==> src/rtl/rv_pkg.sv <==
// Shared RV32 definitions for the instruction-fetch front end: word widths,
// the fetch queue entry layout and the fetch controller states.
package rv_pkg;

    localparam int XLEN = 32;

    typedef logic [XLEN-1:0] word_t;
    typedef word_t           insn_t;

    localparam word_t RESET_PC_DEFAULT = 32'h0000_0000;

    typedef struct packed {
        word_t pc;
        insn_t insn;
    } ifq_entry_t;

    typedef enum logic {
        RUN  = 1'b0,
        STOP = 1'b1
    } fetch_state_t;

endpackage

==> src/rtl/ifq_fifo.sv <==
// Circular buffer holding fetched {pc, instruction} pairs, with a synchronous
// flush used by the fetch controller on redirects. DEPTH must be 2, 4 or 8.
module ifq_fifo
    import rv_pkg::*;
#(
    parameter int DEPTH = 4
) (
    input  logic                     clk,
    input  logic                     resetn,
    input  logic                     flush,
    input  logic                     push,
    input  ifq_entry_t               push_entry,
    input  logic                     pop,
    output ifq_entry_t               head_entry,
    output logic                     empty,
    output logic [$clog2(DEPTH):0]   count
);

    localparam int PTR_W = $clog2(DEPTH);
    localparam int CNT_W = PTR_W + 1;

    ifq_entry_t       mem_q [DEPTH];
    ifq_entry_t       mem_d [DEPTH];
    logic [PTR_W-1:0] rd_ptr_q, rd_ptr_d;
    logic [PTR_W-1:0] wr_ptr_q, wr_ptr_d;
    logic [CNT_W-1:0] count_q, count_d;
    logic             full;
    logic             do_push;
    logic             do_pop;

    // A push into a full buffer is only accepted when the head leaves in the same cycle.
    always_comb begin
        full     = (count_q == CNT_W'(DEPTH));
        empty    = (count_q == '0);
        do_pop   = pop && !empty;
        do_push  = push && (!full || do_pop);
        mem_d    = mem_q;
        rd_ptr_d = rd_ptr_q;
        wr_ptr_d = wr_ptr_q;
        count_d  = count_q;
        if (flush) begin
            rd_ptr_d = '0;
            wr_ptr_d = '0;
            count_d  = '0;
        end else begin
            if (do_push) begin
                mem_d[wr_ptr_q] = push_entry;
                wr_ptr_d        = wr_ptr_q + PTR_W'(1);
            end
            if (do_pop) begin
                rd_ptr_d = rd_ptr_q + PTR_W'(1);
            end
            count_d = count_q + CNT_W'(do_push) - CNT_W'(do_pop);
        end
    end

    always_ff @(posedge clk or negedge resetn) begin
        if (!resetn) begin
            for (int i = 0; i < DEPTH; i++) begin
                mem_q[i] <= '0;
            end
            rd_ptr_q <= '0;
            wr_ptr_q <= '0;
            count_q  <= '0;
        end else begin
            mem_q    <= mem_d;
            rd_ptr_q <= rd_ptr_d;
            wr_ptr_q <= wr_ptr_d;
            count_q  <= count_d;
        end
    end

    assign head_entry = mem_q[rd_ptr_q];
    assign count      = count_q;

endmodule

==> src/rtl/ifetch_queue.sv <==
// Instruction prefetch queue: issues sequential reads to a 1-cycle instruction
// RAM, buffers the returned words and hands them to the core in order.
module ifetch_queue
    import rv_pkg::*;
#(
    parameter int    DEPTH    = 4,
    parameter word_t RESET_PC = RESET_PC_DEFAULT
) (
    input  logic            clk,
    input  logic            resetn,
    output logic            mem_req,
    output logic [XLEN-1:0] mem_addr,
    input  logic [XLEN-1:0] mem_rdata,
    output logic            ins_valid,
    output logic [XLEN-1:0] ins_data,
    output logic [XLEN-1:0] ins_pc,
    input  logic            ins_ready,
    input  logic            redirect,
    input  logic [XLEN-1:0] redirect_pc,
    input  logic            halt
);

    localparam int CNT_W = $clog2(DEPTH) + 1;
    localparam int SUM_W = CNT_W + 1;

    fetch_state_t     state_q, state_d;
    word_t            fetch_pc_q, fetch_pc_d;
    word_t            inflight_pc_q, inflight_pc_d;
    logic             inflight_q, inflight_d;
    logic             live_q, live_d;
    logic [CNT_W-1:0] occupancy;
    logic [SUM_W-1:0] committed;
    logic             fifo_empty;
    logic             push;
    logic             pop;
    ifq_entry_t       push_entry;
    ifq_entry_t       head_entry;

    // live_q keeps mem_req low while reset is held and for the release cycle, so
    // the first request lands in the cycle after the first post-reset edge.
    always_comb begin
        state_d         = halt ? STOP : RUN;
        committed       = {1'b0, occupancy} + SUM_W'(inflight_q);
        mem_req         = live_q && (state_q == RUN) && !redirect
                          && (committed < SUM_W'(DEPTH));
        push            = inflight_q && !redirect;
        pop             = !fifo_empty && ins_ready && !redirect;
        push_entry.pc   = inflight_pc_q;
        push_entry.insn = mem_rdata;
        inflight_d      = mem_req;
        inflight_pc_d   = fetch_pc_q;
        live_d          = 1'b1;
        fetch_pc_d      = fetch_pc_q;
        if (redirect) begin
            fetch_pc_d = redirect_pc & ~word_t'(3);
        end else if (mem_req) begin
            fetch_pc_d = fetch_pc_q + word_t'(4);
        end
    end

    always_ff @(posedge clk or negedge resetn) begin
        if (!resetn) begin
            state_q       <= RUN;
            fetch_pc_q    <= RESET_PC;
            inflight_pc_q <= '0;
            inflight_q    <= 1'b0;
            live_q        <= 1'b0;
        end else begin
            state_q       <= state_d;
            fetch_pc_q    <= fetch_pc_d;
            inflight_pc_q <= inflight_pc_d;
            inflight_q    <= inflight_d;
            live_q        <= live_d;
        end
    end

    ifq_fifo #(
        .DEPTH (DEPTH)
    ) u_fifo (
        .clk        (clk),
        .resetn     (resetn),
        .flush      (redirect),
        .push       (push),
        .push_entry (push_entry),
        .pop        (pop),
        .head_entry (head_entry),
        .empty      (fifo_empty),
        .count      (occupancy)
    );

    assign mem_addr  = fetch_pc_q;
    assign ins_valid = !fifo_empty;
    assign ins_data  = head_entry.insn;
    assign ins_pc    = head_entry.pc;

endmodule

==> config.mk <==
export PLATFORM = sky130hd
export DESIGN_NAME = ifetch_queue
export DESIGN_NICKNAME = d
export VERILOG_FILES = /design/src/rtl/rv_pkg.sv /design/src/rtl/ifq_fifo.sv /design/src/rtl/ifetch_queue.sv
export SDC_FILE = /design/constraint.sdc
export NUM_CORES = 1
export LEC_CHECK = 0
export CORE_MARGIN = 4
export CORE_UTILIZATION = 35
export DETAILED_ROUTE_END_ITERATION = 16
export DONT_BUFFER_PORTS = 1
export MAX_ROUTING_LAYER = met4
export SYNTH_ARGS = -nofsm -noshare
export SYNTH_HDL_FRONTEND = slang
export SYNTH_SLANG_ARGS = --single-unit
==> constraint.sdc <==
create_clock -name clk -period 2.3 [get_ports clk]
set_input_delay 0.23 -clock clk [delete_from_list [all_inputs] [get_ports clk]]
set_output_delay 0.23 -clock clk [all_outputs]
set_load 0.005 [all_outputs]
[Word-level counts from Yosys, hierarchy flattened]
Index checks and enable logic that the tools add are counted.
Word-level totals
  register bits after elaboration: 330
  bits of input ports: 69
  output and inout port bits: 98
  logic and storage cells: 63
Cells by class
  add/sub/neg operators: 6
  magnitude comparators: 4
  eq/ne operators: 1
  mux-type cells: 14
  bitwise operators: 4
  reduce and logical (&&, ||, !) cells: 18
Operators with widths (number)
  bitwise mux 256 bit: 1
  two-way mux 64 bit: 3
  binary-select mux 64 bit (select 2 bit): 1
  demux 64 bit (select 2 bit): 1
  two-way mux 32 bit: 2
  adder 32 x 3 -> 32 bit, second input constant: 1
  logical AND 1 bit: 9
  two-way mux 2 bit: 4
  >= comparator 3 bit, second input constant: 2
  inverter 2 -> 3 bit: 2
  nonzero test 2 bit: 3
  adder 2 x 1 -> 2 bit, second input constant: 2
  adder 3 x 1 -> 4 bit: 1
  less-than comparator 4 x 3 -> 1 bit, second input constant: 1
  adder 3 x 1 -> 3 bit: 1
  equality test 3 bit, second input constant: 1
  zero test 1 bit: 3
  zero test 3 bit: 1
  less-than comparator 3 x 1 -> 1 bit, second input constant: 1
  two-way mux 3 bit: 1
  subtractor 3 x 1 -> 3 bit: 1
  inverter 1 bit: 2
  AND reduction 2 bit: 1
  logical OR 1 bit: 1
  two-way mux 1 bit: 1

[Depth between registers and ports, before layout]
Gate-level depths: netlist (run 1).
  depth in word-level cells: 10
  gate-level depth with buffers: 11
  depth with buffers taken out: 10

[Cells and area by module]
A second synthesis (run 1) with hierarchy kept.
Unflattened totals
  cells, all modules: 927
  area, all modules: 14943.1 um^2
Modules (own cells, without submodules)
  ifq_fifo: instances 1, cells an instance 664, area an instance 12214.2 um^2
  ifetch_queue: instances 1, cells an instance 263, area an instance 2728.9 um^2

[Worst setup path after synthesis (run 1)]
Ideal clock, no wire load.
  path type: input -> register
  start point: in redirect
  end point: reg u_fifo.count_q[2], in the netlist u_fifo.count[2]
  setup time: 0.132 ns
  arrival: 2.159 ns
  data required time: 2.168 ns
  setup slack: 0.009 ns
  stages on the path: 11
  path through: clkbuf_1 -> buf_1 -> clkbuf_1 -> nor2_1 -> ha_1 -> inv_1 -> ha_1 -> inv_1 -> fa_1 -> xnor2_1 -> nor2_1
Between the ends
  longest elaborated chain between the ends: 8
  elaborated cells on any way between the ends: 9
  classes of those cells: add/sub (2); mux (1); reduce/logical (6)
Ends and longest elaborated chain
  from (decl): line ifetch_queue.sv:18  | input logic redirect,
  zero test 1 bit: line ifetch_queue.sv:46, ifetch_queue.sv:47
  logical AND 1 bit: line ifetch_queue.sv:47  | pop = !fifo_empty && ins_ready && !redirect;
  logical AND 1 bit: line ifq_fifo.sv:35  | do_pop = pop && !empty;
  logical OR 1 bit: line ifq_fifo.sv:36  | do_push = push && (!full || do_pop);
  logical AND 1 bit: line ifq_fifo.sv:36
  adder 3 x 1 -> 3 bit: line ifq_fifo.sv:53  | count_d = count_q + CNT_W'(do_push) - CNT_W'(do_pop);
  subtractor 3 x 1 -> 3 bit: line ifq_fifo.sv:53
  two-way mux 3 bit (*): line ifq_fifo.sv:41  | if (flush) begin
  named net u_fifo.count_d[2]: line ifq_fifo.sv:26  | logic [CNT_W-1:0] count_q, count_d;
  to (signal assigned): line ifq_fifo.sv:69  | count_q <= count_d;
  to (decl): line ifq_fifo.sv:26
Mark *: on every way through the listed nets, which the timed path passes. The rest lies on a longest branch.
A chain may end at the register's enable or synchronous reset.

[Worst setup path in the final report (run 1)]
  start point: reg u_fifo.count_q[2], in the netlist u_fifo.count[2]
  end point: reg u_fifo.count_q[1], in the netlist u_fifo.count[1]
Between the ends
  longest elaborated chain between the ends: 10
  elaborated cells on any way between the ends: 12
  classes of those cells: add/sub (2); eq/ne (1); mux (1); reduce/logical (8)
Ends and longest elaborated chain
  zero test 3 bit: line ifq_fifo.sv:34  | empty = (count_q == '0);
  zero test 1 bit: line ifq_fifo.sv:35, ifetch_queue.sv:47
  logical AND 1 bit (2 in series): line ifetch_queue.sv:47
  logical AND 1 bit: line ifq_fifo.sv:35
  logical OR 1 bit: line ifq_fifo.sv:36
  logical AND 1 bit: line ifq_fifo.sv:36
  adder 3 x 1 -> 3 bit: line ifq_fifo.sv:53
  subtractor 3 x 1 -> 3 bit (*): line ifq_fifo.sv:53
  two-way mux 3 bit (*): line ifq_fifo.sv:41
  named net u_fifo.count_d[1]: line ifq_fifo.sv:26
Marked as above.

==> summary.md, run 1 <==
| Metric | Value |
|---|---|
| Status | finished with violations |
| Failing checks | hold timing |
| CTS tree | done |
| Maximum fanout along the worst path | 3 |
| DRC viols | 0 |
| Final slew viol count | 0 |
| Starting density of the core | 0.354 |
| Site Rows | 73 |
| Die Height | 209 um |
| Final core occ | 0.431 |
| Power per Cell Area | 1000 nW/um^2 |
| Cells after synthesis | 933 |
| Antenna violations before repair | 1 |
| Final Power | 17200 uW |
| Worst Path Class, Setup | reg2reg |
| Most numerous cell on the critical path | inv_2 |
| Boundary Pins | 167 |
| CP Cell Sequence | buf_6 > or3_4 > nand2_4 > nor2_4 > ha_4 > inv_2 > ha_2 > inv_2 > fa_2 > nor2_1 |
| Period utilisation layout | 0.972 |
| Root cell of the clock tree | clkbuf_16 |
| Synth Flop Type | dfrtp_1 |
| Clock Latency Late Sink | 0.54 ns |
| Layout Skew | 0.0183 ns |
| Layout cell share with drive strength beyond 1 | 0.415 |
| Critical Path RT | 2.72 ns |
| Biggest cell delay along the critical path | 0.56 ns |
| Gpl congestion | 0.780 |
| Final Hold Viols | 318 |
| Cell area after synthesis | 14100 um^2 |
| Slowest CP cell | fa_2 |
| Worst Tran Pin Value | 0.489 ns |
| Placement Cell Area | 15000 um^2 |
| CP startpoint kind | flop |
| Die area | 43500 um^2 |
| Clock Path Buffers | 3 |
| Total negative setup slack | 0 ns |
| Crit path capture type | flop |
| H-tree levels | 2 |
| Largest net degree at the start of global routing | 319 |
| First DRT Iteration DRCs | 438 |
| Critical Path AT | 2.66 ns |
| DRT Pass-1 Iters | 5 |
| Max Cap Violations | 0 |
| IO Port Bufs | 0 |
| Max-slew headroom | 0.670 |
| Register bit total from synthesis | 318 |
| Pleak | 0.00767 uW |
| Minimum clock period after layout | 2.24 ns |
| GRT overflow | 0 |
| Die X | 209 um |
| Drt total wl | 34300 um |
| Fin nets | 1118 |
| Reg2Reg Capture Point | u_fifo.count[1] |
| Antenna-violating nets left | 0 |
| Netlist cell types | 51 |
| Final Cell Area | 17100 um^2 |
| Number of CTS-inserted buffers | 37 |
| Post-DP HPWL | 21200 um |
| Core area | 39700 um^2 |
| Vias in the first global route | 8896 |
| Clock sinks | 318 |
| Maximum clock rate | 0.447 GHz |
| R2r setup slk | 0.06 ns |
| Number of synthesized flops with an enable pin | 0 |
| CP delay by family, top | adder cells |
| Clock transition at the registers of the reported paths | 0.06 ns |
| Final setup fails | 0 |
| Global Route Usage Sum | 0.162 |
| Worst reg2reg path startpoint | u_fifo.count[2] |
| Hold WS | -0.601 ns |
| Max IR drop VDD | 0.557 mV |
| Via count | 8463 |
| Ys Warns | 0 |
| Register area share after synthesis | 0.565 |
| Worst Reg-to-Reg Cells | 10 |
| RSZ-0062 raised after global routing | yes |
| Tightest Hold Check Type | in2async |
| Vias per inst | 5.32 |
| WL/cell | 21.5 um |
| CP bufs+invs | 3 |
| Layout area overhead | 21.6% |
| Async set-reset flop share out of synthesis | 1.00 |
| First-pass GRT wire length | 54100 um |
| Avg Synthesized Cell Area | 15.1 um^2 |
| Hold_buf cts | 68 |
layout make-up:
cell class                      instances  area (um^2)
Clock buffer                           52         1070
Fill cell                            3560        22600
Timing Repair Buffer                  130         1390
Sequential cell                       318         7970
Antenna cell                            1         2.50
Tap cell                              525          657
Clock inverter                         13          183
Multi-Input combinational cell        544         5810
Inverter                                9         33.8
cell families (layout without fill, tap and decap cells):
family | after synthesis | in the layout | synth area share
flip-flops | 318 | 318 | 0.565
multiplexers | 311 | 311 | 0.298
AND/OR/NAND/NOR | 154 | 154 | 0.0621
buffers and inverters | 74 | 204 | 0.0292
AO/OA/AOI/OAI | 62 | 62 | 0.0340
adder cells (fa/ha/maj) | 9 | 9 | 0.00854
XOR/XNOR | 3 | 3 | 0.00187
other | 2 | 6 | 0.000534
worst max-delay path by stage:
stage	startpoint	to	cells after the start	slack, ns
floorplan	redirect	u_fifo.count[2]	11	0.009
global placement	u_fifo.count[1]	u_fifo.mem_q[132]	5	0.01
detailed placement	u_fifo.count[1]	u_fifo.mem_q[128]	5	-0.03
CTS	u_fifo.count[1]	mem_req	5	-0.06
global route	u_fifo.count[1]	mem_req	5	-0.02
finish	u_fifo.count[2]	u_fifo.count[1]	10	0.06
Yosys cell counts, types with 2 or more instances:
| master | count | area share |
|---|---|---|
| dfrtp_1 | 318 | 0.57 |
| mux2_2 | 229 | 0.18 |
| mux4_2 | 62 | 0.099 |
| buf_4 | 28 | 0.015 |
| nor2_1 | 28 | 0.0075 |
| or4_1 | 25 | 0.013 |
| nand2_1 | 23 | 0.0061 |
| clkbuf_1 | 21 | 0.0056 |
| mux2_1 | 19 | 0.015 |
| a31oi_1 | 17 | 0.0076 |
| nand3_1 | 16 | 0.0057 |
| o31ai_1 | 13 | 0.0069 |
| nand4_1 | 12 | 0.0053 |
| nor2b_1 | 12 | 0.0053 |
| buf_2 | 10 | 0.0036 |
| inv_1 | 9 | 0.0024 |
| ha_1 | 8 | 0.0071 |
| o211ai_1 | 7 | 0.0037 |
| o41ai_1 | 7 | 0.0044 |
| or2_2 | 7 | 0.0031 |
| or3_1 | 6 | 0.0027 |
| a221o_1 | 4 | 0.0028 |
| and3_1 | 4 | 0.0018 |
| buf_1 | 4 | 0.0011 |
| nand2_2 | 4 | 0.0018 |
| nor4_1 | 4 | 0.0018 |
| o21ai_0 | 3 | 0.0011 |
| o41a_1 | 3 | 0.0024 |
| and4_1 | 2 | 0.0012 |
| buf_6 | 2 | 0.0016 |
| conb_1 | 2 | 0.00053 |
| nand3b_1 | 2 | 0.0011 |
| nand4b_1 | 2 | 0.0012 |
| o311ai_0 | 2 | 0.0012 |
| xor2_1 | 2 | 0.0012 |
cells in the final DEF (no fill, tap or decap), drive strengths merged, types with 2 or more instances in the layout:
cell type and n:
conb 5, or4 25, nand4 13, dfrtp 318, o41ai 7, mux2 248, ha 8, buf 61
nand3b 2, inv 12, nor4 4, nand3 16, xor2 2, clkbuf 53, dlygate4sd3 67, nor2 28
a31oi 17, nor2b 12, o31ai 13, nand2 27, o311ai 2, mux4 62, o21ai 3, and3 4
clkinv 5, or2 7, nand4b 2, o41a 3, and4 2, or3 6, o211ai 7, bufinv 4
a221o 4
per-stage QoR:
stage                     hold slack (ns)  cells  worst slack (ns)
after floorplan                   -0.0656    936           0.00918
after global placement            -0.0573   1447            0.0150
after detailed placement          -0.0544   1447           -0.0348
after CTS                          -0.639   1585           -0.0556
after global routing               -0.641   1592           -0.0154
final                              -0.601   1592            0.0634
registers in the layout, summed over array words and instances, names as in the netlist:
signal / count
live_q: 1
inflight_pc_q: 30
u_fifo.count: 3
inflight_q: 1
u_fifo.wr_ptr_q: 2
state_q: 1
u_fifo.rd_ptr_q: 2
u_fifo.mem_q: 248
mem_addr: 30
where the power goes:
part	switching (uW)	total, uW	internal, uW
sequential	570	7180	6610
combinational	1670	3920	2240
clock	2360	6080	3720
total	4600	17200	12600
metal layers:
metal,wire (um),global-route usage,part of all wire
met2,16200,0.246,0.47
met3,2430,0.0467,0.071
met4,580,0.0444,0.017
met5,0,-,0
met1,15000,0.214,0.44
repair_timing:
| action | 4_1_cts | 5_1_grt |
|---|---|---|
| hold endpoints to repair | 484 | 318 |
| resized for setup | 6 | 16 |
| cloned | 1 | 1 |
| setup endpoints to repair | 90 | 3 |
| setup buffers | 4 | 5 |
| pin swaps | 1 | 8 |
Power figures use the tool's default switching activity.
==> inputs of run 2 (changes only) <==
CAP_MARGIN = 20   (was unset)
==> results of run 2 <==
Final layout, timing and power as in run 1 (identical DEF).
==> inputs of run 3 (changes only) <==
clock period = 2.05 ns   (was 2.3 ns; I/O delays follow)
==> summary.md, run 3 (synthesis gave the netlist of run 1 again) <==
| Metric | Value |
|---|---|
| Crit path capture type | flop (unchanged) |
| Fin nets | 1194 (was 1118) |
| Die Height | 209 um (unchanged) |
| Worst Path Class, Setup | reg2reg (unchanged) |
| Clock transition at the registers of the reported paths | 0.06 ns (about the same) |
| Final core occ | 0.488 (was 0.431) |
| Maximum clock rate | 0.445 GHz (was 0.447 GHz) |
| DRC viols | 0 (unchanged) |
| Clock Latency Late Sink | 0.52 ns (was 0.54 ns) |
| FILL cells | 3302 (was 3560) |
| Max-slew headroom | 0.223 (was 0.670) |
| Final setup fails | 239 (was 0) |
| Max Cap Violations | 0 (unchanged) |
| IO Port Bufs | 0 (unchanged) |
| GRT overflow | 0 (unchanged) |
| Layout Skew | 0.0166 ns (was 0.0183 ns) |
| Final Power | 20300 uW (was 17200 uW) |
| Clock Path Buffers | 3 (unchanged) |
| CP startpoint kind | flop (unchanged) |
| Tightest Hold Check Type | in2async (unchanged) |
| Max reg flops | 248 (unchanged) |
| Die area | 43500 um^2 (unchanged) |
| Power per Cell Area | 1050 nW/um^2 (was 1000 nW/um^2) |
| Maximum fanout along the worst path | 3 (unchanged) |
| Period utilisation layout | 1.10 (was 0.972) |
| Vias per inst | 5.39 (was 5.32) |
| DRT Pass-1 Iters | 5 (unchanged) |
| Post-DP HPWL | 21400 um (was 21200 um) |
| Final Hold Viols | 318 (unchanged) |
| Biggest register | u_fifo.mem_q (unchanged) |
| Antenna-violating nets left | 0 (unchanged) |
| Pleak | 0.00902 uW (was 0.00767 uW) |
| Most common cell after layout, fill and taps aside | dfrtp_1 (unchanged) |
| First-pass GRT wire length | 62300 um (was 54100 um) |
| Gpl congestion | 0.787 (was 0.780) |
| Max IR drop VDD | 0.387 mV (was 0.557 mV) |
| RSZ-0062 raised after global routing | yes (unchanged) |
| Hold WS | -0.618 ns (was -0.601 ns) |
| CTS tree | done (unchanged) |
| Layout cell share with drive strength beyond 1 | 0.479 (was 0.415) |
| Core area | 39700 um^2 (unchanged) |
| Commonest non-fill, non-tap cells in the layout | dfrtp_1 (316), mux2_4 (143), mux2_2 (105) (was dfrtp_1 (315), mux2_2 (229), dlygate4sd3_1 (67)) |
| Global Route Usage Sum | 0.190 (was 0.162) |
| Root cell of the clock tree | clkbuf_16 (unchanged) |
| WL/cell | 24.8 um (was 21.5 um) |
| Final slew viol count | 0 (unchanged) |
| Critical Path AT | 2.65 ns (was 2.66 ns) |
| Site Rows | 73 (unchanged) |
| Hold_buf cts | 66 (was 68) |
| First DRT Iteration DRCs | 634 (was 438) |
| Place WS | -0.143 ns (was -0.0348 ns) |
| Via count | 8996 (was 8463) |
| Worst Tran Pin Value | 1.16 ns (was 0.489 ns) |
| Number of CTS-inserted buffers | 37 (unchanged) |
| Drt total wl | 41400 um (was 34300 um) |
| Largest net degree at the start of global routing | 319 (unchanged) |
| Clock sinks | 318 (unchanged) |
| Die X | 209 um (unchanged) |
| Status | finished with violations (unchanged) |
| FF/Latch Area | 7970 um^2 (about the same) |
| Boundary Pins | 167 (unchanged) |
| H-tree levels | 2 (unchanged) |
| Antenna violations before repair | 0 (was 1) |
| Starting density of the core | 0.354 (unchanged) |
| Post-route setup slack | -0.198 ns (was 0.0634 ns) |
| Minimum clock period after layout | 2.25 ns (was 2.24 ns) |
| Number of diodes | 0 (was 1) |
| Area of the multi-input gates | 6480 um^2 (was 5810 um^2) |
| Vias in the first global route | 9684 (was 8896) |
| Critical Path RT | 2.45 ns (was 2.72 ns) |
| Layout area overhead | 37.7% (was 21.6%) |
| Failing checks | hold timing, setup timing (was hold timing) |
run 3: per-layer routing:
metal / GRT usage / wire length [um] / up-vias / share of wire
met5: - / 0 / - / 0
met4: 0.0421 / 909 / 0 / 0.022
met3: 0.0505 / 2850 / 62 / 0.069
met2: 0.306 / 20200 / 264 / 0.49
met1: 0.244 / 17400 / 4766 / 0.42
li1: - / - / 3904 / -
run 3: layout make-up:
| cell class | count | area share |
|---|---|---|
| timing repair buffer | 206 | 0.156 |
| multi-input combinational | 544 | 0.335 |
| inverter | 9 | 0.00174 |
| sequential | 318 | 0.411 |
| clock inverter | 11 | 0.00633 |
| tap | 525 | 0.0339 |
| clock buffer | 55 | 0.0560 |
run 3: where the power goes:
group          switching, uW  internal (uW)
registers                689           7420
logic                   2300           3370
clock network           2600           3930
total                   5590          14700
run 3: repair_timing:
action	in CTS	in global routing
cloned	31	6
setup endpoints to repair	332	333
pin swaps	21	29
buffers inserted	34	5
resized for setup	154	103
endpoints found under the hold margin	484	318
run 3: path summary, 6_finish.rpt:
kind | from | to | slack (ns) | cells past startpoint
worst max-delay path | u_fifo.count[1] | u_fifo.count[1] | -0.20 | 10
max in group asynchronous | resetn | u_fifo.mem_q[171] | 1.72 | 0
worst max register to register | u_fifo.count[1] | u_fifo.count[1] | -0.20 | 10
worst min register to register | mem_addr[19] | inflight_pc_q[19] | 0.48 | 0
min in group clk | redirect | mem_addr[14] | 0.04 | 3
worst min-delay path | resetn | u_fifo.mem_q[153] | -0.62 | 0
run 3: critical path: stages (launching register included):
cell	delay, ns
dfrtp_1	0.40
buf_4	0.15
or3_4	0.37
nand2_2	0.08
nor2_1	0.04
ha_1	0.26
inv_1	0.07
ha_2	0.18
inv_2	0.04
fa_2	0.51
nor2_1	0.04
run 3: metrics by stage:
step                      area, um^2  TNS (ns)  instances
final                          19400    -19.75       1668
after global routing           19400    -40.25       1668
after CTS                      18900    -25.32       1662
after detailed placement       15100    -27.63       1466
after global placement         15100    -24.18       1466
after floorplan                14100   -0.0405        936
